## src/rtl/wb_interconnect.sv

```systemverilog
// Single-master Wishbone B4 pipelined interconnect.
// Decodes the top IDX_W address bits into a slave index and routes stb/stall
// to that slave and ack/err/read data back. It keeps responses in order by
// holding one owner slave while any request to it is outstanding. Unmapped
// addresses get a one-cycle bus error, and a silent owner is aborted after
// TIMEOUT idle cycles.
//
// state    | meaning
// ---------+---------------------------------------------------------------
// IDLE     | no outstanding requests, decode any new request directly
// ACTIVE   | owner slave selected, requests/responses flowing to/from it
// ERR_RESP | unmapped request accepted, return m_err for one cycle
// ABORT    | owner timed out, drop its cycle and return m_err for one cycle
module wb_interconnect #(
    parameter int NUM_SLAVES      = 4,
    parameter int IDX_W           = 3,
    parameter int ADDR_W          = 32,
    parameter int DATA_W          = 32,
    parameter int SEL_W           = DATA_W / 8,
    parameter int MAX_OUTSTANDING = 4,
    parameter int TIMEOUT         = 255
) (
    input  logic                         clk,
    input  logic                         rst_n,
    input  logic                         m_cyc,
    input  logic                         m_stb,
    input  logic                         m_we,
    input  logic [ADDR_W-1:0]            m_addr,
    input  logic [DATA_W-1:0]            m_data_w,
    input  logic [SEL_W-1:0]             m_sel,
    output logic                         m_stall,
    output logic                         m_ack,
    output logic                         m_err,
    output logic [DATA_W-1:0]            m_data_r,
    output logic [NUM_SLAVES-1:0]        s_cyc,
    output logic [NUM_SLAVES-1:0]        s_stb,
    output logic                         s_we,
    output logic [ADDR_W-1:0]            s_addr,
    output logic [DATA_W-1:0]            s_data_w,
    output logic [SEL_W-1:0]             s_sel,
    input  logic [NUM_SLAVES-1:0]        s_stall,
    input  logic [NUM_SLAVES-1:0]        s_ack,
    input  logic [NUM_SLAVES-1:0]        s_err,
    input  logic [NUM_SLAVES*DATA_W-1:0] s_data_r
);

    localparam int OUT_W = $clog2(MAX_OUTSTANDING + 1);
    localparam int TMR_W = $clog2(TIMEOUT + 1);

    typedef enum logic [1:0] {
        IDLE     = 2'd0,
        ACTIVE   = 2'd1,
        ERR_RESP = 2'd2,
        ABORT    = 2'd3
    } state_t;

    state_t              state, state_nxt;
    logic [IDX_W-1:0]    owner, owner_nxt;
    logic [OUT_W-1:0]    outstanding, outstanding_nxt;
    logic [TMR_W-1:0]    timer, timer_nxt;

    logic [IDX_W-1:0]      idx;
    logic [NUM_SLAVES-1:0] idx_oh;
    logic [NUM_SLAVES-1:0] owner_oh;
    logic [DATA_W-1:0]     owner_data;
    logic                  mapped;
    logic                  busy;
    logic                  full;
    logic                  own_resp;
    logic                  accept;
    logic                  dec_req;
    logic [NUM_SLAVES-1:0] cyc_c;
    logic [NUM_SLAVES-1:0] stb_c;
    logic                  stall_c;
    logic                  ack_c;
    logic                  err_c;

    assign idx      = m_addr[ADDR_W-1 -: IDX_W];
    assign mapped   = |idx_oh;
    assign busy     = (outstanding != '0);
    assign full     = (outstanding == OUT_W'(MAX_OUTSTANDING));
    // Only responses from the owner count, and only while something is pending.
    assign own_resp = busy & (|((s_ack | s_err) & owner_oh));

    // One-hot selects for the decoded index and the current owner; an index
    // beyond NUM_SLAVES yields an all-zero vector, which marks it unmapped.
    always_comb begin
        idx_oh   = '0;
        owner_oh = '0;
        for (int i = 0; i < NUM_SLAVES; i++) begin
            idx_oh[i]   = (idx == IDX_W'(i));
            owner_oh[i] = (owner == IDX_W'(i));
        end
    end

    // Read-data mux from the owner slave.
    always_comb begin
        owner_data = '0;
        for (int i = 0; i < NUM_SLAVES; i++) begin
            if (owner_oh[i]) owner_data = s_data_r[i*DATA_W +: DATA_W];
        end
    end

    // Next-state, counters and routing of strobes/stall/responses.
    always_comb begin
        state_nxt       = state;
        owner_nxt       = owner;
        outstanding_nxt = outstanding;
        timer_nxt       = timer;
        cyc_c           = '0;
        stb_c           = '0;
        stall_c         = 1'b0;
        ack_c           = 1'b0;
        err_c           = 1'b0;
        accept          = 1'b0;
        dec_req         = 1'b0;

        case (state)
            IDLE: begin
                dec_req = m_cyc & m_stb;
            end
            ACTIVE: begin
                if (m_cyc) begin
                    cyc_c = owner_oh;
                    ack_c = busy & (|(s_ack & owner_oh));
                    err_c = busy & (|(s_err & owner_oh));
                    if (m_stb && (idx == owner)) begin
                        stb_c   = owner_oh;
                        stall_c = (|(s_stall & owner_oh)) | full;
                        accept  = ~stall_c;
                    end else if (m_stb && !busy) begin
                        // Owner fully drained: hand the bus to the new target now.
                        dec_req = 1'b1;
                    end else if (m_stb) begin
                        stall_c = 1'b1;
                    end
                end
            end
            ERR_RESP, ABORT: begin
                stall_c = 1'b1;
                err_c   = m_cyc;
            end
            default: ;
        endcase

        if (dec_req) begin
            if (mapped) begin
                cyc_c     = idx_oh;
                stb_c     = idx_oh;
                stall_c   = |(s_stall & idx_oh);
                accept    = ~stall_c;
                owner_nxt = idx;
            end else begin
                cyc_c   = '0;
                stall_c = 1'b0;
            end
        end

        if (!m_cyc || (state == ERR_RESP) || (state == ABORT)) begin
            state_nxt       = IDLE;
            outstanding_nxt = '0;
            timer_nxt       = '0;
        end else if (dec_req && !mapped) begin
            state_nxt = ERR_RESP;
        end else begin
            outstanding_nxt = outstanding + OUT_W'(accept) - OUT_W'(own_resp);
            if (accept || own_resp || !busy) timer_nxt = '0;
            else                             timer_nxt = timer + 1'b1;

            if (busy && !accept && !own_resp && (timer == TMR_W'(TIMEOUT - 1))) begin
                state_nxt       = ABORT;
                outstanding_nxt = '0;
                timer_nxt       = TMR_W'(TIMEOUT);
            end else if ((outstanding_nxt != '0) || (dec_req && mapped)) begin
                state_nxt = ACTIVE;
            end else begin
                state_nxt = IDLE;
            end
        end
    end

    // State, owner, outstanding count and timeout timer registers.
    always_ff @(posedge clk or negedge rst_n) begin
        if (!rst_n) begin
            state       <= IDLE;
            owner       <= '0;
            outstanding <= '0;
            timer       <= '0;
        end else begin
            state       <= state_nxt;
            owner       <= owner_nxt;
            outstanding <= outstanding_nxt;
            timer       <= timer_nxt;
        end
    end

    // Slave-side strobes are forced low and the master is stalled while in reset.
    assign s_cyc    = cyc_c & {NUM_SLAVES{rst_n}};
    assign s_stb    = stb_c & {NUM_SLAVES{rst_n}};
    assign m_stall  = stall_c | ~rst_n;
    assign m_ack    = ack_c;
    assign m_err    = err_c;
    assign m_data_r = (state == ACTIVE) ? owner_data : '0;

    assign s_we     = m_we;
    assign s_addr   = m_addr;
    assign s_data_w = m_data_w;
    assign s_sel    = m_sel;

endmodule

```

## config.mk

```make
export PLATFORM = sky130hd
export DESIGN_NAME = wb_interconnect
export DESIGN_NICKNAME = d
export VERILOG_FILES = /design/src/rtl/wb_interconnect.sv
export SDC_FILE = /design/constraint.sdc
export NUM_CORES = 1
export LEC_CHECK = 0
export ABC_AREA = 1
export BUFFER_PORTS_ARGS = -buffer_cell sky130_fd_sc_hd__buf_2
export CAP_MARGIN = 20
export CORE_AREA = 2 2 127 129
export CTS_BUF_LIST = sky130_fd_sc_hd__clkbuf_8
export CTS_CLUSTER_DIAMETER = 120
export DETAILED_ROUTE_END_ITERATION = 8
export DIE_AREA = 0 0 129 131
export GPL_ROUTABILITY_DRIVEN = 0
export SLEW_MARGIN = 25
export SYNTH_ARGS = -nofsm -noshare
export SYNTH_HDL_FRONTEND = slang
export SYNTH_SLANG_ARGS = --single-unit
```

## constraint.sdc

```tcl
create_clock -name clk -period 5.2 [get_ports clk]
set_clock_uncertainty 0.2 [all_clocks]
set_input_delay 1.04 -clock clk [delete_from_list [all_inputs] [get_ports clk]]
set_output_delay 1.04 -clock clk [all_outputs]
set_load 0.03 [all_outputs]
```

; ---- Word level (Yosys, flattened, before mapping)
; Cells that the tools add are included.
[word_totals]
regBits = 16
output_inout_bits = 112
wordCells = 112
input_bits = 213
[op_classes]
muxes = 45
eq_ne = 13
add_sub_neg = 3
bitwise_logic = 17
n_reduce_logical = 30
[op_table]
columns = op, count
row1 = 2-to-1 mux 32 bit, 5
row2 = 2-to-1 mux 4 bit, 9
row3 = 2-to-1 mux 8 bit, 4
row4 = bitwise AND 4 bit, 7
row5 = OR reduction 4 bit, 6
row6 = 2-to-1 mux 1 bit, 18
row7 = "== test 3 x 2 -> 1 bit, second input constant", 4
row8 = 2-to-1 mux 3 bit, 3
row9 = "adder 8 x 1 -> 8 bit, second input constant", 1
row10 = "== test 8 bit, second input constant", 1
row11 = logical AND 1 bit, 7
row12 = "== test 3 x 1 -> 1 bit, second input constant", 2
row13 = logical NOT 3 bit, 2
row14 = 2-to-1 mux 2 bit, 3
row15 = one-hot mux 1 bit (2 select lines), 3
row16 = nonzero test 3 bit, 2
row17 = logical NOT 1 bit, 5
row18 = logical OR 1 bit, 5
row19 = bitwise AND 1 bit, 4
row20 = "== test 2 bit, second input constant", 2
row21 = OR 4 bit, 1
row22 = adder 3 x 1 -> 3 bit, 1
row23 = == test 3 bit, 1
row24 = "== test 3 bit, second input constant", 1
row25 = 8 further kinds, 11

; ---- Logic depth before layout (Yosys ltp)
; Gate-level depths: netlist of the first run.
[depth]
depth_word = 18
mapped_depth = 19
mapped_depth_nobuf = 18

; ---- Worst setup path before layout of the first run
; Ideal clock, no wire load.
[synth_path]
path_kind = input to output
startpoint = input port m_addr[30]
endpoint = output port s_stb[3]
arrival_time_ns = 2.508
setup_slack_ns = 1.452
required_ns = 3.960
n_path_buf = 0
cell_stages = 9
cell_sequence = inv_1 nand2_1 nand2_1 nand3_2 nand2_4 a21boi_4 inv_1 nor2_1 a211oi_1
[synth_via]
elab_chain_cells = 8
elab_cells_between_ends = 16
cone_classes = eq/ne (4) / mux (8) / bitwise (1) / reduce/logical (3)
[synth_rtl]
columns = element, line_no
row1 = from (decl), 28  ; input logic [ADDR_W-1:0] m_addr,
row2 = == test 3 bit, 127  ; if (m_stb && (idx == owner)) begin
row3 = logical AND 1 bit, 127
row4 = 2-to-1 mux 4 bit, 127
row5 = 2-to-1 mux 4 bit, 123  ; if (m_cyc) begin
row6 = 2-to-1 mux 4 bit, 118  ; case (state)
row7 = 2-to-1 mux 4 bit, 147  ; if (mapped) begin
row8 = 2-to-1 mux 4 bit (*), 146  ; if (dec_req) begin
row9 = bitwise AND 4 bit (*), 199  ; assign s_stb = stb_c & {NUM_SLAVES{rst_n}};
row10 = to (decl), 36  ; output logic [NUM_SLAVES-1:0] s_stb,
; Every way passes the cells marked *; elsewhere a longest branch is shown, timed or not.

; ---- Worst setup path after layout of the first run
[layout_path]
startpoint = register owner[0]
endpoint = output port m_data_r[5]
[layout_via]
elab_chain_cells = 6
elab_cells_between_ends = 9
cone_classes = eq/ne (3) / mux (5) / reduce/logical (1)
[layout_rtl]
columns = element, line_no
row1 = from (decl), 58  ; logic [IDX_W-1:0] owner, owner_nxt;
row2 = from (signal assigned), 191  ; owner <= owner_nxt;
row3 = logical NOT 3 bit, 92  ; owner_oh[i] = (owner == IDX_W'(i));
row4 = 2-to-1 mux 32 bit (3 in a row), 100  ; if (owner_oh[i]) owner_data = s_data_r[i*DATA_W +: DATA_W];
row5 = 2-to-1 mux 32 bit (*), 100
row6 = 2-to-1 mux 32 bit (*), 203  ; assign m_data_r = (state == ACTIVE) ? owner_data : '0;
row7 = to (decl), 34  ; output logic [DATA_W-1:0] m_data_r,
; Marked as above.

==> flow_summary.ini, run 1 <==
[placed_design]
portBuffers = 192
placed_cells = 766
post-dp-hpwl_mm = 10.96

[detailed_routing]
drt_iter0_drc = 243
wl_per_cell_um = 17.26
routed_wl_mm = 13.39
dr.pass1.iters = 5
drc = 0
viasPerCell = 4.501
antenna_left = 0
vias = 3493

[synth]
synth_largest_area_cell = buf_4
ys_ff_latch = 16
synth_area_um2 = 2932
syn_nets = 665
synth_flop_cell = dfrtp_1
syn-instance-count = 446
synth_top_cell_area_share = 0.1793
synth.avg_cell_area_um2 = 6.573
synth-edff-count = 0
ys_top_cells_by_area = buf_4, dfrtp_1, o21ai_0
synth-async-reset-ratio = 1.000
yosysWarnings = 0
yosysSeqAreaShare = 0.1366
synth_common_cells = buf_4, nand2_1, o21ai_0
synth.most_common_cell = buf_4
synth_cell_types = 38

[global_routing]
grt_max_degree = 58
antenna_found_initial = 9
grt_pass1_vias = 3081
grtUsageTotal = 0.1463
overflow = 0
grt_pass1_wl_mm = 18.51

[critical_path]
cp-start-kind = flip-flop
crit_fanout = 28
required_ps = 3960
cp-end-kind = output pin
critPathArrivalTime_ps = 2840
timing.setup.critical_path_class = reg -> out

[min_path]
hp-class = reg -> reg

[power]
peakVddDrop_mv = 0.1581
p_sw_frac = 0.6028
p_int_uw = 629.2
clkPwrFrac = 0.071
p_comb_frac = 0.812
p_leak_uw = 0.001867
seq_power_share = 0.117
power.switching_uw = 954.8
power.density_nw_per_um2 = 434.6

[finish]
fin_nets = 774
drive_above_1_share = 0.4188
syn_to_final_growth_pct = 24.33
final_cells = 776

[sta]
worstMarginPinSlew_ps = 824.9
fin_tns_setup_ps = 0
min_period_over_period = 0.7845
max_freq_mhz = 245.1
hold_viol = 0
rsz0062_at_grt = false
min_period_ps = 4079
setup_viol = 0
maxSlewHeadroom = 0.4483
drv_slew = 0

[cts]
cts_buffers = 3
cts_hold_buf = 0
cts_tree = yes
cts_setup_buffers = 0
cts.clk_slew.worst_paths_ps = 70
clockBufferDepth = 2
cts_resized = 0
clock_sinks = 16
cts_root_buffer = clkbuf_8
htree_levels = 1
clk_latency_ps = 250

[outcome]
outcome = completed

[job]
cap_viol_max_count = 0

[floorplanning]
die_w_um = 129
start_util = 0.1880
ioPinCount = 325
die_y_um = 131
die_area_um2 = 16900
core_area_um2 = 15600
num_rows = 46
==> worst paths after layout <==
check	cells after the start	start	slack, ps	to
hold reg to reg	2	timer[3]$_DFFE_PN0P_	340	timer[3]$_DFFE_PN0P_
setup / recovery	8	owner[0]$_DFFE_PN0P_	1120	m_data_r[5]
hold / removal	2	timer[3]$_DFFE_PN0P_	340	timer[3]$_DFFE_PN0P_
min in group asynchronous	2	rst_n	540	timer[1]$_DFFE_PN0P_
max in group asynchronous	2	rst_n	4070	state[1]$_DFF_PN0_
setup reg to reg	16	owner[0]$_DFFE_PN0P_	1570	state[0]$_DFF_PN0_
==> per-layer routing <==
metal / global-route usage / routed length, µm / part of all wire / vias to the layer above
li1: - / - / - / 1709
met1: 0.1712 / 5359 / 0.40 / 1590
met2: 0.2474 / 6300 / 0.47 / 166
met3: 0.06433 / 1514 / 0.11 / 20
met4: 0.03453 / 165 / 0.012 / 8
met5: 0 / 52 / 0.0039 / -
==> power groups by stage <==
| stage | Sequential [µW] | Combinational, µW | Clock (µW) |
|---|---|---|---|
| after floorplan | 166 | 1020 | 0 |
| after global placement | 187 | 1300 | 0 |
| after detailed placement | 187 | 1300 | 0 |
| after CTS | 185 | 1310 | 116 |
| after global routing | 191 | 1420 | 122 |
| final | 185 | 1290 | 112 |
==> area by class of cell <==
class | instances | area (µm²)
flip-flops and latches | 16 | 400.4
multi-input cells | 302 | 1768
repair buffers | 198 | 1006
diodes | 6 | 15.01
well taps | 216 | 270.3
clock buffers | 4 | 55.05
inverters | 34 | 130.1
fillers | 1797 | 11950
==> state kept, by name, indices dropped and copies added, names as in the netlist <==
| signal | cells |
|---|---|
| timer | 8 |
| outstanding | 3 |
| owner | 3 |
| state | 2 |
==> per-stage QoR <==
stage	utilization	hold slack (ps)	area [µm²]	worst slack [ps]	power, µW
after floorplan	-	287.9	2932	1452	1189
after global placement	0.2292	322.3	3575	1278	1483
after detailed placement	0.2292	327.3	3575	1270	1489
after CTS	0.2327	347.9	3630	1079	1608
after global routing	0.2330	376.7	3635	862.8	1735
final	0.2337	342.9	3645	1121	1584
==> cells in the final DEF (no fill, tap or decap), types with 2 or more instances in the layout <==
cell / count
inv_1: 29
nand3_2: 5
nand3b_1: 3
a21oi_1: 47
nor2_1: 17
nand3_1: 12
nand2_4: 2
o21ai_1: 3
nor2_2: 2
nor2_4: 4
a21oi_2: 2
xnor2_1: 2
nand2_1: 69
inv_2: 4
nor3_4: 2
clkbuf_8: 4
a221o_1: 25
dfrtp_1: 16
nand4_1: 9
ha_1: 5
buf_2: 192
xor2_1: 2
nand2_2: 5
nor3_1: 7
a31oi_1: 2
a22oi_1: 7
buf_4: 6
diode_2: 6
o21ai_0: 62
==> cell families after synthesis <==
group | synth area share
compound gates | 0.3218
simple gates | 0.2364
buf+inv | 0.2650
fa+ha+maj | 0.02817
flops | 0.1366
xor+xnor | 0.01195
==> critical path, stage by stage, from the launching register on <==
cell,delay [ps]
dfrtp_1,470
nor2_4,130
buf_4,330
inv_2,120
nor2_4,350
inv_1,480
o21ai_0,400
a21oi_1,100
buf_2,190
Power figures use the tool's default switching activity.
==> inputs of run 2 (changes only) <==
CORE_AREA = 2 2 125 127   (was 2 2 127 129)
DIE_AREA = 0 0 127 129   (was 0 0 129 131)
clock period = 3.4 ns   (was 5.2 ns; I/O delays follow)
==> run 2 against run 1 <==
Routed wire length grew 2.5%. Core utilization up 1.5 points. Global-route usage increased by 0.79 points. Die area is 3.1% lower. Hold slack got worse by 140 ps. Non-clock buffer count increased by 16. Largest cell class unchanged.
==> flow_summary.ini, run 2 (synthesis gave the netlist of run 1 again) <==
[outcome]
outcome = completed

[floorplanning]
start_util = 0.1957
die_y_um = 129
num_rows = 45
core_area_um2 = 14980
die_w_um = 127
die_area_um2 = 16380
ioPinCount = 325

[cts]
clock_sinks = 16
cts_root_buffer = clkbuf_8
clk_latency_ps = 260
cts_hold_buf = 0
cts.clk_slew.worst_paths_ps = 70
cts_tree = yes
htree_levels = 1
cts_resized = 0
cts_buffers = 3
clockBufferDepth = 2

[critical_path]
r2r_cells = 18
worstReg2RegEnd = state[0]$_DFF_PN0_
rrSetupSlack_ps = 230
cp-start-kind = flip-flop
critPathMaxStageDelay_ps = 540
timing.setup.critical_path_class = reg -> reg
cp_top_family = adder cells
crit_slowest_cell = dfrtp_1
path_cells = inv_2, nand3_2, inv_2, nand2_1, nand2_1, nor2_1, nand3_1, nand2_2, nand2_2, ha_1, ha_1, inv_1, fa_1, xnor2_1, xor2_1, nand3_1, inv_1, a21oi_2
required_ps = 3350
startpoint = owner[2]$_DFFE_PN0P_
r2r-start = owner[2]$_DFFE_PN0P_
cp.buffers_inverters = 4
cp-end-kind = flip-flop
critPathArrivalTime_ps = 3110
crit_fanout = 7

[placed_design]
post-dp-hpwl_mm = 11.72
place_ws_ps = -3.442
portBuffers = 192
post_dp_cell_area_um2 = 3645

[power]
power.density_nw_per_um2 = 693.4
peakVddDrop_mv = 0.2518
seq_power_share = 0.111
p_comb_frac = 0.819
p_int_uw = 1053
p_sw_frac = 0.5918
p_total_uw = 2579
p_leak_uw = 0.001945
power.switching_uw = 1527
clkPwrFrac = 0.069

[detailed_routing]
dr.pass1.iters = 4
wl_per_cell_um = 18.06
routed_wl_mm = 13.73
viasPerCell = 4.684
vias = 3560
drt_iter0_drc = 190
antenna_left = 0
drc = 0

[finish]
fin_nets = 790
reg_top3 = timer: 8 flops, outstanding: 3 flops, owner: 3 flops
layout_commonest_cell = buf_2
layout_common_cells = buf_2, nand2_1, o21ai_0, a21oi_1, inv_1
regMostFlops = timer
syn_to_final_growth_pct = 26.89
drive_above_1_share = 0.4351
finalInstanceArea_um2 = 3720
largest_reg_flops = 8

[sta]
rsz0062_at_grt = false
min_period_over_period = 0.9309
hold_ws_ps = 201.5
drv_slew = 0
worstMarginPinSlew_ps = 485.8
min_period_ps = 3165
fin_tns_setup_ps = 0
setup_viol = 0
worst_slack_ps = 234.9
hold_viol = 0
maxSlewHeadroom = 0.6761
max_freq_mhz = 315.9

[global_routing]
grt_pass1_vias = 3257
grt_pass1_wl_mm = 19.18
overflow = 0
antenna_found_initial = 1
grt_max_degree = 58
grtUsageTotal = 0.1542

[job]
cap_viol_max_count = 0

[min_path]
hp-class = in -> async
run 2: cell types whose count changed in the layout (fill, tap and decap cells not counted):
| cell | change |
|---|---|
| diode_2 | -4 |
| buf_4 | +16 |
run 2: how the worst max path moves through the flow:
stage,to,slack (ps),cells past startpoint
after floorplan,state[0]$_DFF_PN0_,290,17
final,state[0]$_DFF_PN0_,230,18
after detailed placement,state[0]$_DFF_PN0_,-3,18
after global routing,s_stb[3],70,9
after global placement,state[0]$_DFF_PN0_,70,18
after CTS,m_data_r[19],90,8
run 2: metrics by stage:
step	cells	utilization
finish	760	0.2484
CTS	756	0.2470
floorplan	446	-
detailed placement	752	0.2434
global route	759	0.2482
global placement	752	0.2434
run 2: worst reg2reg max path, delay by kind of cell, from the launching register on:
| family | cells | cell delay (ps) |
|---|---|---|
| simple gates | 8 | 740 |
| xor+xnor | 2 | 370 |
| compound gates | 1 | 50 |
| buf+inv | 4 | 330 |
| flops | 1 | 540 |
| fa+ha+maj | 3 | 840 |
run 2: routing by layer:
layer | wire, µm | GRT usage | vias to the layer above
met5 | 0 | 0 | -
met4 | 393 | 0.05171 | 0
met3 | 1304 | 0.03493 | 29
met2 | 6272 | 0.2587 | 165
met1 | 5757 | 0.1964 | 1634
li1 | - | - | 1732
run 2: repair_timing:
item / in CTS / in global routing
endpoints found under the hold margin: 0 / 0
endpoints found under the setup margin: 0 / 3
buffers inserted: 0 / 2
run 2: final cells by class:
class,count,area [µm²]
clock buffer,4,55.05
antenna,2,5.005
tap,188,235.2
fill,1709,11260
inverter,34,130.1
sequential,16,400.4
timing repair buffer,214,1126
multi-input combinational,302,1768
run 2: power by group through the flow:
stage                     Clock, µW  Sequential [µW]  Combinational (µW)
after floorplan                   0              254                1560
after global placement            0              288                2100
after detailed placement          0              290                2110
after CTS                       177              286                2120
after global routing            189              294                2310
final                           179              287                2110
